<file path="src/rtl/robs_mult_seq.sv">
// robs_mult_seq: sequential Robertson's multiplier with start/busy/done handshake
// and a per-operation signed/unsigned mode; the product is held until the next completion.
module robs_mult_seq #(
  parameter int WIDTH = 8
) (
  input  logic               clk,
  input  logic               reset,
  input  logic               start,
  input  logic               signed_mode,
  input  logic [WIDTH-1:0]   multiplier,
  input  logic [WIDTH-1:0]   multiplicand,
  output logic               busy,
  output logic               done,
  output logic [2*WIDTH-1:0] product
);
  localparam int CW = (WIDTH > 2) ? $clog2(WIDTH) : 1;
  typedef enum logic [1:0] {IDLE, RUN, DONE} state_t;
  state_t            state;
  logic [WIDTH-1:0]  a, x, y;
  logic [CW-1:0]     cnt;
  logic              mode;
  logic [WIDTH:0]    ea, ey, s;
  always_comb begin
    ea = {mode & a[WIDTH-1], a};
    ey = {mode & y[WIDTH-1], y};
    s  = x[0] ? ((mode && cnt == '0) ? ea - ey : ea + ey) : ea;
  end
  // done and product are registered out of DONE, so the pulse lands in the following IDLE cycle
  always_ff @(posedge clk) begin
    if (reset) begin
      state   <= IDLE;
      busy    <= 1'b0;
      done    <= 1'b0;
      product <= '0;
      a       <= '0;
      x       <= '0;
      y       <= '0;
      cnt     <= '0;
      mode    <= 1'b0;
    end else begin
      done <= (state == DONE);
      case (state)
        IDLE: if (start) begin
          a     <= '0;
          x     <= multiplier;
          y     <= multiplicand;
          mode  <= signed_mode;
          cnt   <= CW'(WIDTH - 1);
          busy  <= 1'b1;
          state <= RUN;
        end
        RUN: begin
          a <= s[WIDTH:1];
          x <= {s[0], x[WIDTH-1:1]};
          if (cnt == '0) begin
            busy  <= 1'b0;
            state <= DONE;
          end else cnt <= cnt - 1'b1;
        end
        DONE: begin
          product <= {a, x};
          state   <= IDLE;
        end
        default: state <= IDLE;
      endcase
    end
  end
endmodule
</file>
<file path="config.mk">
export PLATFORM = sky130hd
export DESIGN_NAME = robs_mult_seq
export DESIGN_NICKNAME = d
export VERILOG_FILES = /design/src/rtl/robs_mult_seq.sv
export SDC_FILE = /design/constraint.sdc
export NUM_CORES = 1
export LEC_CHECK = 0
export CAP_MARGIN = 5
export CELL_PAD_IN_SITES_DETAIL_PLACEMENT = 0
export CELL_PAD_IN_SITES_GLOBAL_PLACEMENT = 2
export CORE_UTILIZATION = 33
export DETAILED_ROUTE_END_ITERATION = 16
export PLACE_DENSITY = 0.81
export SLEW_MARGIN = 0
export SYNTH_ARGS = -nofsm -noshare
export SYNTH_HDL_FRONTEND = slang
export SYNTH_SLANG_ARGS = --single-unit
</file>
<file path="constraint.sdc">
create_clock -name clk -period 6.3 [get_ports clk]
set_input_delay 1.26 -clock clk [delete_from_list [all_inputs] [get_ports clk]]
set_output_delay 1.26 -clock clk [all_outputs]
set_load 0.05 [all_outputs]
</file>
==> reports/qor.csv, run 1 <==
stage;metric;value;unit
placed_design;place_ws;3.26;ns
worst_setup_path;startpoint_type;flop;
synth;syn_nets;344;
timing;finalMaxSlewViolations;0;
synth;syn_area_per_cell;7.79;µm²
worst_setup_path;critPathLaunch;cnt[0];
synth;synthCells;312;
cts;htree_levels;2;
placed_design;place_hpwl;4220;µm
status;status;completed;
timing;rsz0062_at_grt;false;
cells_and_area;antennaDiodeCount;0;
cells_and_area;nets;371;
worst_setup_path;cp_max_fo;5;
cells_and_area;final-seq-area;961;µm²
cells_and_area;drive_gt1_frac;0.0382;
global_routing;grt_pass1_vias;1929;
pwr;leakagePower;1.05;nW
worst_setup_path;worstReg2RegStart;cnt[0];
worst_setup_path;r2r_slack;3.34;ns
routing;first_iter_violations;96;
cts;cts_buffers;5;
synth;synth_top_family_by_area;simple AND/OR/NAND/NOR gates;
synth;syn_area;2430;µm²
worst_setup_path;cp_data_required_time;6.48;ns
global_routing;grt_max_degree;53;
min_path;min_path_type;reg -> reg;
min_path;hp-start;product[6];
placed_design;dp_cells;428;
global_routing;grt_pass1_wl;9450;µm
synth;ys_warn_count;0;
cells_and_area;n_fill_cell;755;
synth;async_reset_ff_frac;0;
synth;synth-adder-area-share;0.0648;
floorplanning;die_h;87.8;µm
cts;root_buffer;clkbuf_8;
cells_and_area;final_common_cell;nand2_1;
floorplanning;die_w;87.8;µm
cts;clkSinkCount;48;
cells_and_area;instances_no_fill;436;
timing;hold_viol;0;
synth;synth-edff-count;0;
timing;skew;0.00737;ns
synth;ys_ff_latch;48;
global_routing;antenna_found_initial;0;
floorplanning;ios;38;
cts;clk_latency;0.30;ns
timing;fin_ws;3.34;ns
cts;cts_tree;built;
pwr;ir_worst_vdd;0.000132;V
timing;period_minus_slack;2.96;ns
synth;synth_flop_cell;dfxtp_1;
synth;synth_compound_area_frac;0.214;
timing;finalCritPeriodShare;0.470;
timing;worstMarginPinSlew;0.991;ns
global_routing;grtUsageTotal;0.161;
cts;post-cts-setup-buffers;0;
synth;synth_xor_area_frac;0.0288;
cts;cts_buffer_depth;2;
worst_setup_path;arrival;3.15;ns
placed_design;portBuffers;37;
routing;routed_via_density;4.95;
cts;clk_pin_slew_worst_paths;0.09;ns
worst_setup_path;crit_type;reg -> reg;
synth;ys_types;47;
routing;wire_per_inst;13.5;µm
cts;hold_buffers;0;
cells_and_area;area_delta_synth_final;20.4;%
floorplanning;rows;30;
timing;slew_headroom;0.339;
floorplanning;coreArea;6940;µm²
synth;synth.area.mux_share;0.0170;
routing;firstDrtPassIters;4;
routing;postRouteAntennaNets;0;
floorplanning;dieArea;7710;µm²
synth;synthSimpleGateAreaFrac;0.227;
pwr;pwr_density_cell;247;nW/µm²
cells_and_area;final_cell_mix;75 x nand2_1, 48 x dfxtp_1, 41 x a21oi_1, 36 x clkdlybuf4s50_1, 34 x nor2_1;
flow_run;maxCapViolations;0;
timing;finalSetupViolCount;0;
cts;post_cts_resized;0;
routing;drt-total-wl;5880;µm
floorplanning;initial_core_util;0.350;
timing;tns;0;ns
synth;ys_seq_area_frac;0.395;
placed_design;gp_congestion;0.742;
routing;num_vias;2158;
timing;max_freq;338;MHz
global_routing;grt_overflow;0;
routing;drc;0;
worst_setup_path;cp-end-kind;flop;
cells_and_area;multi_input_area;1340;µm²
## flip-flops by register name, summed over array words and instances (netlist names)
signal   flops
busy         1
done         1
y            8
mode         1
cnt          3
x            8
a            8
state        2
product     16
## cell usage after synthesis, types with 2 or more instances
master	n	area, µm²
a211oi_1	4	30.0
a21oi_1	41	205
a221oi_1	2	17.5
a222oi_1	2	20.0
a22oi_1	2	15.0
a311oi_1	7	61.3
and2_1	2	12.5
buf_2	4	20.0
buf_6	2	22.5
clkbuf_1	10	37.5
dfxtp_1	48	961
ha_1	11	138
inv_1	11	41.3
mux2i_1	3	30.0
nand2_1	75	282
nor2_1	34	128
nor2b_1	3	18.8
nor3_1	5	25.0
nor3b_1	2	15.0
o211ai_1	2	15.0
o21ai_0	9	45.0
o21ai_1	2	10.0
xnor2_1	6	52.6
xor2_1	2	17.5
## kinds of logic (layout without fill, tap and decap cells)
family,after synthesis,in the layout
compound gates,83,83
xor+xnor,8,8
fa+ha+maj,12,12
buf+inv,28,56
flops,48,48
mux,4,4
simple gates,129,129
## metal layers
metal | vias to the layer above | GRT usage | part of all wire
li1 | 1130 | - | -
met1 | 976 | 0.208 | 0.47
met2 | 48 | 0.275 | 0.48
met3 | 4 | 0.0264 | 0.041
met4 | 0 | 0.0447 | 0.0085
met5 | - | 0 | 0
## final cells by class
type                            instances  area share
Tap cell                               96      0.0410
Clock inverter                          2     0.00513
Sequential cell                        48       0.328
Inverter                               11      0.0141
Clock buffer                            6      0.0282
Multi-Input combinational cell        236       0.458
Timing Repair Buffer                   37       0.125
## critical path: stages, from the launching register on
cell      delay [ns]
dfxtp_1         0.36
inv_1           0.07
ha_1            0.21
and2b_2         0.23
and2_1          0.21
nor2_1          0.12
xnor2_1         0.13
ha_1            0.32
a211oi_2        0.27
nor2_1          0.09
o21ai_0         0.28
mux2i_1         0.24
mux2_1          0.33
## where the power goes
| group | leakage [nW] | switching, W | internal [W] | total [W] |
|---|---|---|---|---|
| Sequential | 0.392 | 0.0000205 | 0.000321 | 0.000342 |
| Clock | 0.0434 | 0.000107 | 0.0000890 | 0.000196 |
| Combinational | 0.612 | 0.000106 | 0.0000788 | 0.000185 |
## final timing paths
check | cells after the start | endpoint
setup / recovery | 12 | a[7]
setup reg to reg | 12 | a[7]
hold reg to reg | 2 | product[6]
hold / removal | 2 | product[6]
## metrics by stage
stage	hold WS (ns)	utilization	power, W	area (µm²)
after global routing	0.474	0.421	0.000769	2930
final	0.455	0.421	0.000722	2930
after global placement	0.443	0.407	0.000535	2830
after detailed placement	0.446	0.407	0.000534	2830
after CTS	0.460	0.421	0.000736	2930
after floorplan	0.443	-	0.000486	2430
Note: power is estimated with default switching activity, not from simulation.
==> inputs of run 2 (changes only) <==
--- a/config.mk
+++ b/config.mk
@@ -8,9 +8,9 @@
 export CAP_MARGIN = 5
 export CELL_PAD_IN_SITES_DETAIL_PLACEMENT = 0
 export CELL_PAD_IN_SITES_GLOBAL_PLACEMENT = 2
-export CORE_UTILIZATION = 33
+export CORE_UTILIZATION = 31
 export DETAILED_ROUTE_END_ITERATION = 16
-export PLACE_DENSITY = 0.81
+export PLACE_DENSITY = 0.76
 export SLEW_MARGIN = 0
 export SYNTH_ARGS = -nofsm -noshare
 export SYNTH_HDL_FRONTEND = slang
==> constraint.sdc (replaced) <==
create_clock -name clk -period 2.85 [get_ports clk]
set_input_delay 0.57 -clock clk [delete_from_list [all_inputs] [get_ports clk]]
set_output_delay 0.57 -clock clk [all_outputs]
set_load 0.05 [all_outputs]
==> reports/qor.csv, run 2 (synthesis gave the netlist of run 1 again) <==
stage;metric;value;unit;change
floorplanning;die_w;90.6;µm;was 87.8 µm
cells_and_area;final_cell_mix;75 x nand2_1, 47 x dfxtp_1, 39 x a21oi_1, 36 x clkdlybuf4s50_1, 33 x nor2_1;;was 75 x nand2_1, 48 x dfxtp_1, 41 x a21oi_1, 36 x clkdlybuf4s50_1, 34 x nor2_1
timing;slew_headroom;0.345;;was 0.339
global_routing;grt_pass1_vias;2081;;was 1,929
cts;cts_buffers;5;;unchanged
cells_and_area;nets;380;;was 371
worst_setup_path;arrival;2.90;ns;was 3.15 ns
floorplanning;rows;31;;was 30
placed_design;place_hpwl;4610;µm;was 4220 µm
timing;period_minus_slack;2.70;ns;was 2.96 ns
timing;skew;0.00824;ns;was 0.00737 ns
worst_setup_path;cp_data_required_time;3.05;ns;was 6.48 ns
worst_setup_path;crit_type;reg -> reg;;unchanged
cts;htree_levels;2;;unchanged
routing;drc;0;;unchanged
timing;max_freq;370;MHz;was 338 MHz
cts;cts_tree;built;;unchanged
cts;cts_buffer_depth;2;;unchanged
routing;firstDrtPassIters;4;;unchanged
worst_setup_path;cpMostUsedCell;ha_1;;
placed_design;dp_cells;439;;was 428
cells_and_area;antennaDiodeCount;0;;unchanged
pwr;ir_worst_vdd;0.000284;V;was 0.000132 V
timing;hold_viol;0;;unchanged
routing;num_vias;2218;;was 2,158
cells_and_area;top_register;product;;unchanged
status;status;completed;;unchanged
cts;clk_pin_slew_worst_paths;0.09;ns;about the same
timing;tns;0;ns;unchanged
floorplanning;initial_core_util;0.328;;was 0.350
timing;finalCritPeriodShare;0.948;;was 0.470
pwr;pwr_density_cell;571;nW/µm²;was 247 nW/µm²
global_routing;grt_pass1_wl;10300;µm;was 9450 µm
worst_setup_path;startpoint_type;flop;;unchanged
cells_and_area;multi_input_area;1380;µm²;was 1340 µm²
min_path;min_path_type;reg -> reg;;unchanged
cts;root_buffer;clkbuf_8;;unchanged
routing;wire_per_inst;14.0;µm;was 13.5 µm
worst_setup_path;cpPeakStageDelay;0.36;ns;about the same
routing;first_iter_violations;93;;was 96
floorplanning;ios;38;;unchanged
timing;finalMaxSlewViolations;0;;unchanged
cells_and_area;n_fill_cell;792;;was 755
floorplanning;dieArea;8200;µm²;was 7710 µm²
worst_setup_path;crit_chain;inv_1 > ha_1 > and2b_2 > nand2_1 > mux2i_1 > ha_1 > nor2b_1 > o31a_1 > o21ai_2 > a2111oi_2 > a311o_1;;was inv_1 > ha_1 > and2b_2 > and2_1 > nor2_1 > xnor2_1 > ha_1 > a211oi_2 > nor2_1 > o21ai_0 > mux2i_1 > mux2_1
worst_setup_path;cp_slowest_cell;mux2i_1;;was dfxtp_1
cells_and_area;final_common_cell;nand2_1;;unchanged
placed_design;gp_congestion;0.791;;was 0.742
floorplanning;coreArea;7410;µm²;was 6940 µm²
global_routing;grtUsageTotal;0.159;;was 0.161
flow_run;maxCapViolations;0;;unchanged
cells_and_area;instances_no_fill;448;;was 436
cells_and_area;final-seq-area;962;µm²;was 961 µm²
worst_setup_path;cp_max_fo;5;;unchanged
routing;routed_via_density;4.95;;about the same
cts;hold_buffers;0;;unchanged
cts;clk_latency;0.31;ns;was 0.30 ns
placed_design;portBuffers;37;;unchanged
global_routing;grt_overflow;0;;unchanged
cells_and_area;area_delta_synth_final;25.7;%;was 20.4%
global_routing;grt_max_degree;27;;was 53
floorplanning;die_h;90.6;µm;was 87.8 µm
timing;worstMarginPinSlew;0.980;ns;was 0.991 ns
routing;postRouteAntennaNets;0;;unchanged
routing;drt-total-wl;6270;µm;was 5880 µm
cells_and_area;drive_gt1_frac;0.0917;;was 0.0382
pwr;leakagePower;1.11;nW;was 1.05 nW
timing;finalSetupViolCount;0;;unchanged
cells_and_area;largest_register_ffs;16;;unchanged
worst_setup_path;cp-end-kind;flop;;unchanged
global_routing;antenna_found_initial;0;;unchanged
cts;clkSinkCount;48;;unchanged
## run 2: changes by cell type in the layout (fill, tap and decap cells not counted), sizes merged
cell / before / now
buf: 1 / 10
bufinv: 0 / 1
clkinv: 0 / 1
clkinvlp: 2 / 0
## run 2: final timing paths
check                            start  endpoint  slack (ns)  cells past startpoint
worst max-delay path            cnt[0]      a[4]        0.15                     11
worst min-delay path            cnt[0]    cnt[0]        0.44                      1
worst max register to register  cnt[0]      a[4]        0.15                     11
worst min register to register  cnt[0]    cnt[0]        0.44                      1
## run 2: stage by stage
| stage | power, W | hold WS (ns) | utilization | worst slack (ns) | instance area, µm² |
|---|---|---|---|---|---|
| floorplan | 0.00108 | 0.443 | - | 0.185 | 2430 |
| global placement | 0.00120 | 0.444 | 0.390 | 0.101 | 2890 |
| detailed placement | 0.00120 | 0.448 | 0.390 | 0.0533 | 2890 |
| CTS | 0.00174 | 0.461 | 0.407 | 0.0434 | 3010 |
| global route | 0.00185 | 0.457 | 0.413 | -0.0136 | 3060 |
| finish | 0.00174 | 0.443 | 0.413 | 0.147 | 3060 |
## run 2: timing repair
action	4_1_cts	5_1_grt
setup endpoints to repair	0	3
gates resized for setup	0	13
hold endpoints to repair	0	0
buffers inserted	0	1
## run 2: worst max-delay path: cells and delay by family (launching register included)
kind	cells	cell delay, ns
compound gates	4	0.89
fa+ha+maj	2	0.49
simple gates	3	0.45
mux	1	0.36
flops	1	0.35
buf+inv	1	0.06
## run 2: layout make-up
class,instances,area share
clock inverter,2,0.0127
inverter,11,0.0135
tap,99,0.0405
timing repair buffer,46,0.142
clock buffer,6,0.0270
sequential,48,0.315
multi-input combinational,236,0.450
## run 2: report_power, final
| part | leakage [nW] | internal [W] | switching, W |
|---|---|---|---|
| Combinational | 0.657 | 0.000202 | 0.000249 |
| Sequential | 0.392 | 0.000711 | 0.0000463 |
| Clock | 0.0614 | 0.000287 | 0.000249 |
| Total | 1.11 | 0.00120 | 0.000545 |
## run 2: routing by layer
metal / vias to the layer above / routed length, µm / track usage
li1: 1150 / - / -
met1: 1028 / 2950 / 0.205
met2: 35 / 3070 / 0.268
met3: 5 / 178 / 0.0320
met4: 0 / 71 / 0.0444
met5: - / 0 / 0
==> inputs of run 3 (changes only) <==
--- a/config.mk
+++ b/config.mk
@@ -10,7 +10,7 @@
 export CELL_PAD_IN_SITES_GLOBAL_PLACEMENT = 2
 export CORE_UTILIZATION = 31
 export DETAILED_ROUTE_END_ITERATION = 16
-export PLACE_DENSITY = 0.76
+export PLACE_DENSITY = 0.83
 export SLEW_MARGIN = 0
 export SYNTH_ARGS = -nofsm -noshare
 export SYNTH_HDL_FRONTEND = slang
==> reports/qor.csv, run 3 (synthesis gave the netlist of run 1 again) <==
stage;metric;value;unit;change
cells_and_area;top_register;product;;unchanged
routing;num_vias;2194;;was 2,218
cts;clk_pin_slew_worst_paths;0.09;ns;about the same
cells_and_area;n_fill_cell;782;;was 792
cells_and_area;final_common_cell;nand2_1;;unchanged
global_routing;grt_pass1_vias;2189;;was 2,081
pwr;pwr_density_cell;546;nW/µm²;was 571 nW/µm²
pwr;leakagePower;1.08;nW;was 1.11 nW
worst_setup_path;cpPeakStageDelay;0.35;ns;was 0.36 ns
cells_and_area;design_area;3010;µm²;was 3060 µm²
worst_setup_path;crit_buf_inv;2;;was 1
routing;drc;0;;unchanged
cells_and_area;area_delta_synth_final;23.9;%;was 25.7%
floorplanning;die_w;90.6;µm;unchanged
cells_and_area;antennaDiodeCount;0;;unchanged
global_routing;top_usage_layer;met2;;unchanged
cts;cts_tree;built;;unchanged
pwr;pwr-share-comb;0.269;;was 0.258
placed_design;place_hpwl;4440;µm;was 4610 µm
timing;worstMarginPinSlew;0.708;ns;was 0.980 ns
cells_and_area;largest_register_ffs;16;;unchanged
routing;postRouteAntennaNets;0;;unchanged
cts;clkSinkCount;48;;unchanged
worst_setup_path;cp-end-kind;flop;;unchanged
timing;finalSetupViolCount;0;;unchanged
pwr;p_sw;0.000539;W;was 0.000545 W
cts;htree_levels;2;;unchanged
worst_setup_path;startpoint_type;flop;;unchanged
timing;hold_viol;0;;unchanged
worst_setup_path;reg2reg_depth;13;;was 11
worst_setup_path;reg2reg_to;a[4];;unchanged
placed_design;placed_area;2890;µm²;about the same
floorplanning;die_h;90.6;µm;unchanged
worst_setup_path;cpMostUsedCell;ha_1;;unchanged
min_path;hold-path-endpoint;cnt[0];;unchanged
routing;wire_per_inst;13.4;µm;was 14.0 µm
cts;clk_latency;0.30;ns;was 0.31 ns
floorplanning;ios;38;;unchanged
timing;fin_ws;0.126;ns;was 0.147 ns
routing;first_iter_violations;102;;was 93
timing;rsz0062_at_grt;true;;
timing;period_minus_slack;2.72;ns;was 2.70 ns
global_routing;grt_overflow;0;;unchanged
global_routing;grt_pass1_wl;10600;µm;was 10,300 µm
floorplanning;rows;31;;unchanged
worst_setup_path;arrival;2.92;ns;was 2.90 ns
cts;cts_buffer_depth;2;;unchanged
cells_and_area;nets;379;;was 380
min_path;hold-path-cell-count;1;;unchanged
cts;root_buffer;clkbuf_8;;unchanged
timing;finalCritPeriodShare;0.956;;was 0.948
worst_setup_path;worstReg2RegStart;cnt[0];;unchanged
placed_design;portBuffers;37;;unchanged
routing;drt-total-wl;5990;µm;was 6270 µm
global_routing;grtUsageTotal;0.159;;about the same
min_path;hp-start;cnt[0];;unchanged
timing;slew_headroom;0.528;;was 0.345
placed_design;place_ws;0.0594;ns;was 0.0533 ns
floorplanning;coreArea;7410;µm²;unchanged
worst_setup_path;critPathTopFamily;compound AO/OA/AOI/OAI gates;;unchanged
routing;routed_via_density;4.91;;was 4.95
worst_setup_path;cp_slowest_cell;dfxtp_2;;was mux2i_1
floorplanning;dieArea;8200;µm²;unchanged
routing;firstDrtPassIters;5;;was 4
floorplanning;initial_core_util;0.328;;unchanged
pwr;ir_worst_vdd;0.000234;V;was 0.000284 V
status;status;completed;;unchanged
global_routing;grt_use_met3;0.0286;;was 0.0320
timing;finalMaxSlewViolations;0;;unchanged
pwr;switching_share;0.328;;was 0.312
timing;skew;0.00427;ns;was 0.00824 ns
pwr;clkPwrFrac;0.271;;was 0.308
cts;cts_buffers;5;;unchanged
pwr;p_int;0.00110;W;was 0.00120 W
placed_design;gp_congestion;0.814;;was 0.791
global_routing;groute.layer.met2.usage;0.274;;was 0.268
worst_setup_path;cp_max_fo;5;;unchanged
timing;max_freq;367;MHz;was 370 MHz
worst_setup_path;cp_data_required_time;3.05;ns;about the same
global_routing;met1_usage;0.205;;unchanged
global_routing;antenna_found_initial;0;;unchanged
global_routing;grt_max_degree;37;;was 27
cells_and_area;final_cell_mix;75 x nand2_1, 47 x dfxtp_1, 40 x a21oi_1, 36 x clkdlybuf4s50_1, 34 x nor2_1;;was 75 x nand2_1, 47 x dfxtp_1, 39 x a21oi_1, 36 x clkdlybuf4s50_1, 33 x nor2_1
flow_run;maxCapViolations;0;;unchanged
cells_and_area;drive_gt1_frac;0.0776;;was 0.0917
worst_setup_path;crit_chain;inv_1 > ha_1 > and2b_2 > and2_4 > nor2_1 > xnor2_1 > ha_1 > buf_4 > o21a_1 > o31a_1 > o21ai_2 > a2111oi_2 > a311o_1;;was inv_1 > ha_1 > and2b_2 > nand2_1 > mux2i_1 > ha_1 > nor2b_1 > o31a_1 > o21ai_2 > a2111oi_2 > a311o_1
worst_setup_path;crit_type;reg -> reg;;unchanged
worst_setup_path;r2r_slack;0.13;ns;was 0.15 ns
pwr;pwr-share-seq;0.460;;was 0.434
min_path;min_path_type;reg -> reg;;unchanged
[run 3: metal layers]
metal / vias up / routed length [µm]
li1: 1142 / -
met2: 38 / 2920
met3: 5 / 217
met4: 0 / 50
met1: 1009 / 2790
met5: - / 0
[run 3: layout make-up]
class                      instances  area (µm²)  area share
clock buffer                       6        82.6      0.0274
clock inverter                     2        15.0     0.00499
inverter                          11        41.3      0.0137
multi-input combinational        236        1360       0.452
sequential                        48         962       0.319
tap                               99         124      0.0411
timing repair buffer              45         425       0.141
[run 3: how the worst max path moves through the flow]
stage,from,end,slack (ns),cells after the start
after floorplan,cnt[0],a[7],0.18,12
after global placement,cnt[0],a[7],0.11,12
after detailed placement,cnt[0],a[7],0.06,12
after CTS,cnt[0],a[7],0.03,12
after global routing,cnt[0],a[7],-0.005,12
final,cnt[0],a[4],0.13,13
[run 3: power groups by stage]
stage / clock, W / sequential [W] / combinational, W
detailed placement: 0 / 0.000773 / 0.000423
global route: 0.000479 / 0.000765 / 0.000505
CTS: 0.000456 / 0.000757 / 0.000426
global placement: 0 / 0.000773 / 0.000424
floorplan: 0 / 0.000767 / 0.000309
finish: 0.000445 / 0.000757 / 0.000441
[run 3: worst reg2reg max path, stage by stage, from the launching register on]
cell	delay [ns]
dfxtp_2	0.35
inv_1	0.06
ha_1	0.20
and2b_2	0.22
and2_4	0.18
nor2_1	0.11
xnor2_1	0.08
ha_1	0.33
buf_4	0.16
o21a_1	0.18
o31a_1	0.13
o21ai_2	0.20
a2111oi_2	0.09
a311o_1	0.34
[run 3: repair_timing]
item	in CTS	in global routing
buffers inserted	0	1
hold buffers	0	0
setup endpoints to repair	0	3
resized for setup	0	8
hold endpoints to repair	0	0
[run 3: stage by stage]
| step | utilization | std cells | power [W] | hold WS, ns | setup TNS (ns) |
|---|---|---|---|---|---|
| finish | 0.407 | 447 | 0.00164 | 0.449 | 0 |
| detailed placement | 0.389 | 438 | 0.00120 | 0.446 | 0 |
| floorplan | - | 312 | 0.00108 | 0.443 | 0 |
| CTS | 0.403 | 446 | 0.00164 | 0.460 | 0 |
| global route | 0.407 | 447 | 0.00175 | 0.460 | -0.00909 |
| global placement | 0.389 | 438 | 0.00120 | 0.442 | 0 |
==> variant 1 (flow settings as in run 3) <==
Put one more register stage on the output `product`, with the module's reset. The value now appears one clock later. The other outputs are not delayed to match. Comments in the files are not updated.
--- a/src/rtl/robs_mult_seq.sv
+++ b/src/rtl/robs_mult_seq.sv
@@ -15,6 +15,8 @@
 );
   localparam int CW = (WIDTH > 2) ? $clog2(WIDTH) : 1;
   typedef enum logic [1:0] {IDLE, RUN, DONE} state_t;
+
+  logic [2*WIDTH-1:0] product_s0;
   state_t            state;
   logic [WIDTH-1:0]  a, x, y;
   logic [CW-1:0]     cnt;
@@ -31,7 +33,7 @@
       state   <= IDLE;
       busy    <= 1'b0;
       done    <= 1'b0;
-      product <= '0;
+      product_s0 <= '0;
       a       <= '0;
       x       <= '0;
       y       <= '0;
@@ -58,11 +60,19 @@
           end else cnt <= cnt - 1'b1;
         end
         DONE: begin
-          product <= {a, x};
+          product_s0 <= {a, x};
           state   <= IDLE;
         end
         default: state <= IDLE;
       endcase
     end
   end
+  always_ff @(posedge clk) begin
+    if (reset) begin
+      product <= '0;
+    end else begin
+      product <= product_s0;
+    end
+  end
+
 endmodule
Behaviour: no difference found for any inputs over 10 cycles, from zero or initial values and one cycle with reset high; that may be too few to reach the edited logic, so the function may still have changed.
==> variant 1 against run 3 <==
Clock skew is 0.0060 ns higher. Final area is 15% higher. Routed wire length grew 5.2%. Power grew 31%. Sequential cell count up 16. Area after synthesis is 14% higher. Worst setup slack lost 0.0018 ns. Critical path type unchanged. Critical endpoint is now a[7]$_SDFFE_PP0P_.
==> variant 1: results (changes against run 3) <==
| Group | Quantity | Value | Change |
|---|---|---|---|
| synth | Average cell area after synthesis | 8.91 um^2 | +14% |
| global routing | Met3 demand-to-capacity share in global routing | 0.0344 | +0.00581 |
| drt | Violation count after the first detailed-route iteration | 70 | -31% |
| finish | Multi-input logic portion of the cell area | 0.403 | -0.0493 |
| global routing | Pin count of the biggest net entering global routing | 39 | +5.4% |
| global routing | Wire length of the first global-routing pass | 10200 um | -3.2% |
| run status | Run status | complete, no violations |  |
| worst setup path | Master of the slowest instance on the critical path | fa_2 |  |
| drt | Number of detailed-routing iterations run before antenna repair | 4 | -1 |
| pwr | Switching portion of total power | 0.315 | -0.0136 |
| synth | Number of distinct library cells after synthesis | 46 | -2.1% |
| global routing | Met2 Resource Use GR | 0.223 | -0.0512 |
| sta | Final-layout worst hold slack | 0.465 ns | +0.0163 ns |
| worst setup path | Maximum fanout encountered on the critical timing path | 3 | -2 |
| placement | # placed instances | 448 | +2.3% |
| worst setup path | Maximum single-stage delay on the critical path | 0.42 ns | +0.07 ns |
| global routing | All-layer global routing usage | 0.145 | -0.0134 |
| sta | Clock skew after layout | 0.0102 ns | +0.00596 ns |
| placement | Routability cong. | 0.830 | +2.0% |
| global routing | GRT met1 Usage | 0.198 | -0.00687 |
| placement | Detailed placer's ending HPWL | 4460 um | +0.42% |
| drt | Routed len/inst | 13.5 um | +1.2% |
| synth | Most used standard cells in the synthesized netlist | dfxtp_1, nand2_1, nor2_1 |  |
| finish | Relative area of non-clock buffer cells in the final design | 0.127 | -0.0141 |
| finish | Layout Cells excl Fill | 465 | +4.0% |
| sta | Worst slew pin tran | 0.503 ns | -0.204 ns |
| synth | Sequential fraction of the synthesis area | 0.464 | +0.0685 |
| worst setup path | Reg2Reg Depth | 11 | -2 |
| synth | Post-Syn Instances | 310 | -0.64% |
| global routing | Via count of the first global-routing pass | 2045 | -6.6% |
| pwr | Peak supply drop | 0.000278 V | +19% |
| clock network | Clk Latency, worst-skew pair | 0.33 ns | +0.03 ns |
| pwr | Static Leakage | 1.32 nW | +22% |
| hold path | Hold Path Sink | product[7]$_SDFF_PP0_ |  |
| worst setup path | Reg-to-Reg End | a[7]$_SDFFE_PP0P_ |  |
| finish | Number of clock-tree buffers in the layout | 9 | +3 |
| synth | Number of nets in the synthesized netlist | 342 | -0.58% |
[variant 1: changes by cell type after synthesis, moves of 2 or more]
cell     change
a21oi_1     -16
buf_6        -2
dfxtp_1     +16
nand2_1     -32
nor2b_1     +16
o21ai_0      -2
o21ai_1      +2
o22a_1      +16
[variant 1: worst max path at each step]
stage                         from                 to  slack [ns]  cells past startpoint
2_1_floorplan  cnt[0]$_SDFFE_PP0P_  a[7]$_SDFFE_PP0P_        0.20                     12
3_3_place_gp   cnt[0]$_SDFFE_PP0P_  a[7]$_SDFFE_PP0P_        0.14                     11
6_report       cnt[0]$_SDFFE_PP0P_  a[7]$_SDFFE_PP0P_        0.12                     11
5_1_grt        cnt[0]$_SDFFE_PP0P_  a[7]$_SDFFE_PP0P_       -0.03                     11
3_5_place_dp   cnt[0]$_SDFFE_PP0P_  a[7]$_SDFFE_PP0P_        0.08                     12
4_1_cts        cnt[0]$_SDFFE_PP0P_  a[7]$_SDFFE_PP0P_        0.06                     11
[variant 1: kinds of logic after synthesis]
group / after synthesis / synth area share
compound gates: 83 / 0.208
xor+xnor: 8 / 0.0254
mux: 4 / 0.0149
fa+ha+maj: 12 / 0.0571
flops: 64 / 0.464
buf+inv: 27 / 0.0403
simple gates: 112 / 0.190
[variant 1: power by group through the flow]
stage / Combinational [mW] / Sequential (mW) / Clock [mW]
6_report: 0.478 / 0.993 / 0.682
5_1_grt: 0.538 / 1.00 / 0.750
4_1_cts: 0.461 / 0.994 / 0.711
3_5_place_dp: 0.459 / 1.01 / 0
3_3_place_gp: 0.456 / 1.01 / 0
2_1_floorplan: 0.312 / 1.02 / 0
[variant 1: layer usage]
layer	up-vias	part of all wire	wire (um)
met5	-	0	0
met4	0	0.014	87
met3	9	0.029	185
met2	44	0.44	2800
met1	1038	0.51	3230
li1	1176	-	-
==> variant 2 (config.mk and constraints of run 3) <==
Without the edit above. `WIDTH`: 8 -> 16.
--- a/src/rtl/robs_mult_seq.sv
+++ b/src/rtl/robs_mult_seq.sv
@@ -1,7 +1,7 @@
 // robs_mult_seq: sequential Robertson's multiplier with start/busy/done handshake
 // and a per-operation signed/unsigned mode; the product is held until the next completion.
 module robs_mult_seq #(
-  parameter int WIDTH = 8
+  parameter int WIDTH = 16
 ) (
   input  logic               clk,
   input  logic               reset,
Ports: changed (resized multiplicand, multiplier and product); port bits go from 38 to 70. The function was not compared with the original's and may differ.
==> variant 2 against run 3 <==
The run now ends with setup timing left. Final area increased by 120%. Power increased by 130%. Count of clock-buffer cells in the layout increased by 5. Critical endpoint is now a[15]$_SDFFE_PP0P_. Via count increased by 110%. Final cell count increased by 110%. Die area increased by 86%. Highest routed layer unchanged. Area after synthesis increased by 89%. Sequential cell count increased by 41. Worst hold slack improved by 0.0051 ns. Clock skew increased by 0.0014 ns. Routed wire length increased by 120%. Worst setup slack got worse by 0.29 ns.
==> variant 2: results (changes against run 3) <==
| Group | Quantity | Value | Change |
|---|---|---|---|
| sta | # setup viols final | 2 | +2 |
| run status | Violated checks | setup timing |  |
| placement | # placed instances | 902 | +110% |
| placement | Count of port buffers added during placement | 69 | +86% |
| drt | Post-Route M1 WL | 6190 um | +120% |
| worst setup path | Maximum single-stage delay on the critical path | 0.42 ns | +0.07 ns |
| placement | Routability cong. | 0.842 | +3.5% |
| pwr | Static Leakage | 2.60 nW | +140% |
| finish | Fillers | 1477 | +89% |
| clock network | Number of buffers added for setup after CTS | 4 | +4 |
| clock network | Post-CTS resize count | 28 | +28 |
| finish | Final net count | 792 | +110% |
| synth | Number of distinct library cells after synthesis | 50 | +6.4% |
| clock network | Maximum level of the CTS H-tree | 3 | +1 |
| clock network | Reg clk slew, reported paths | 0.06 ns | -0.03 ns |
| pwr | Switching portion of total power | 0.310 | -0.0177 |
| synth | Multiplexer area fraction after synthesis | 0.00436 | -0.0126 |
| placement | Instance area after placement | 5960 um^2 | +110% |
| drt | WL met3 | 494 um | +130% |
| global routing | GRT met1 Usage | 0.225 | +0.0202 |
| placement | Detailed placer's ending HPWL | 9570 um | +120% |
| global routing | Met3 demand-to-capacity share in global routing | 0.0247 | -0.00389 |
| synth | Most used standard cells in the synthesized netlist | nand2_1, a21oi_1, dfxtp_1 |  |
| sta | Clock skew after layout | 0.00570 ns | +0.00143 ns |
| synth | Average cell area after synthesis | 7.52 um^2 | -3.5% |
| run status | Run status | finished, violations left |  |
| global routing | All-layer global routing usage | 0.175 | +0.0168 |
| clock network | Clk Latency, worst-skew pair | 0.35 ns | +0.05 ns |
| drt | Post-detailed-route via-to-cell ratio | 4.89 | -0.31% |
| finish | Fraction of final layout cells sized beyond drive strength 1 | 0.197 | +0.119 |
| global routing | Met2 Resource Use GR | 0.291 | +0.0166 |
| global routing | Pin count of the biggest net entering global routing | 44 | +19% |
| synth | Compound-cell area share of the yosys netlist | 0.211 | -0.00352 |
| sta | Sum of negative setup slack | -0.176 ns | -0.176 ns |
| sta | Setup slack of the critical path after layout | -0.163 ns | -0.289 ns |
-- variant 2: cell type report --
class	instances	area (um^2)	area share
clock buffer	11	253	0.0386
clock inverter	5	60.1	0.00918
inverter	9	33.8	0.00516
tap	184	230	0.0352
multi-input combinational	473	2840	0.435
sequential	89	1780	0.273
timing repair buffer	155	1340	0.205
-- variant 2: path summary, 6_finish.rpt --
| check | from | endpoint | cells after the start | slack [ns] |
|---|---|---|---|---|
| worst max-delay path | cnt[0]$_SDFFE_PP0P_ | a[15]$_SDFFE_PP0P_ | 15 | -0.16 |
| worst min-delay path | product[29]$_SDFFE_PP0P_ | product[29]$_SDFFE_PP0P_ | 2 | 0.45 |
| worst max register to register | cnt[0]$_SDFFE_PP0P_ | a[15]$_SDFFE_PP0P_ | 15 | -0.16 |
| worst min register to register | product[29]$_SDFFE_PP0P_ | product[29]$_SDFFE_PP0P_ | 2 | 0.45 |
-- variant 2: tightest hold or removal path, stage by stage, from the launching register on --
cell,delay (ns)
dfxtp_1,0.31
nand2_1,0.05
a21oi_1,0.05
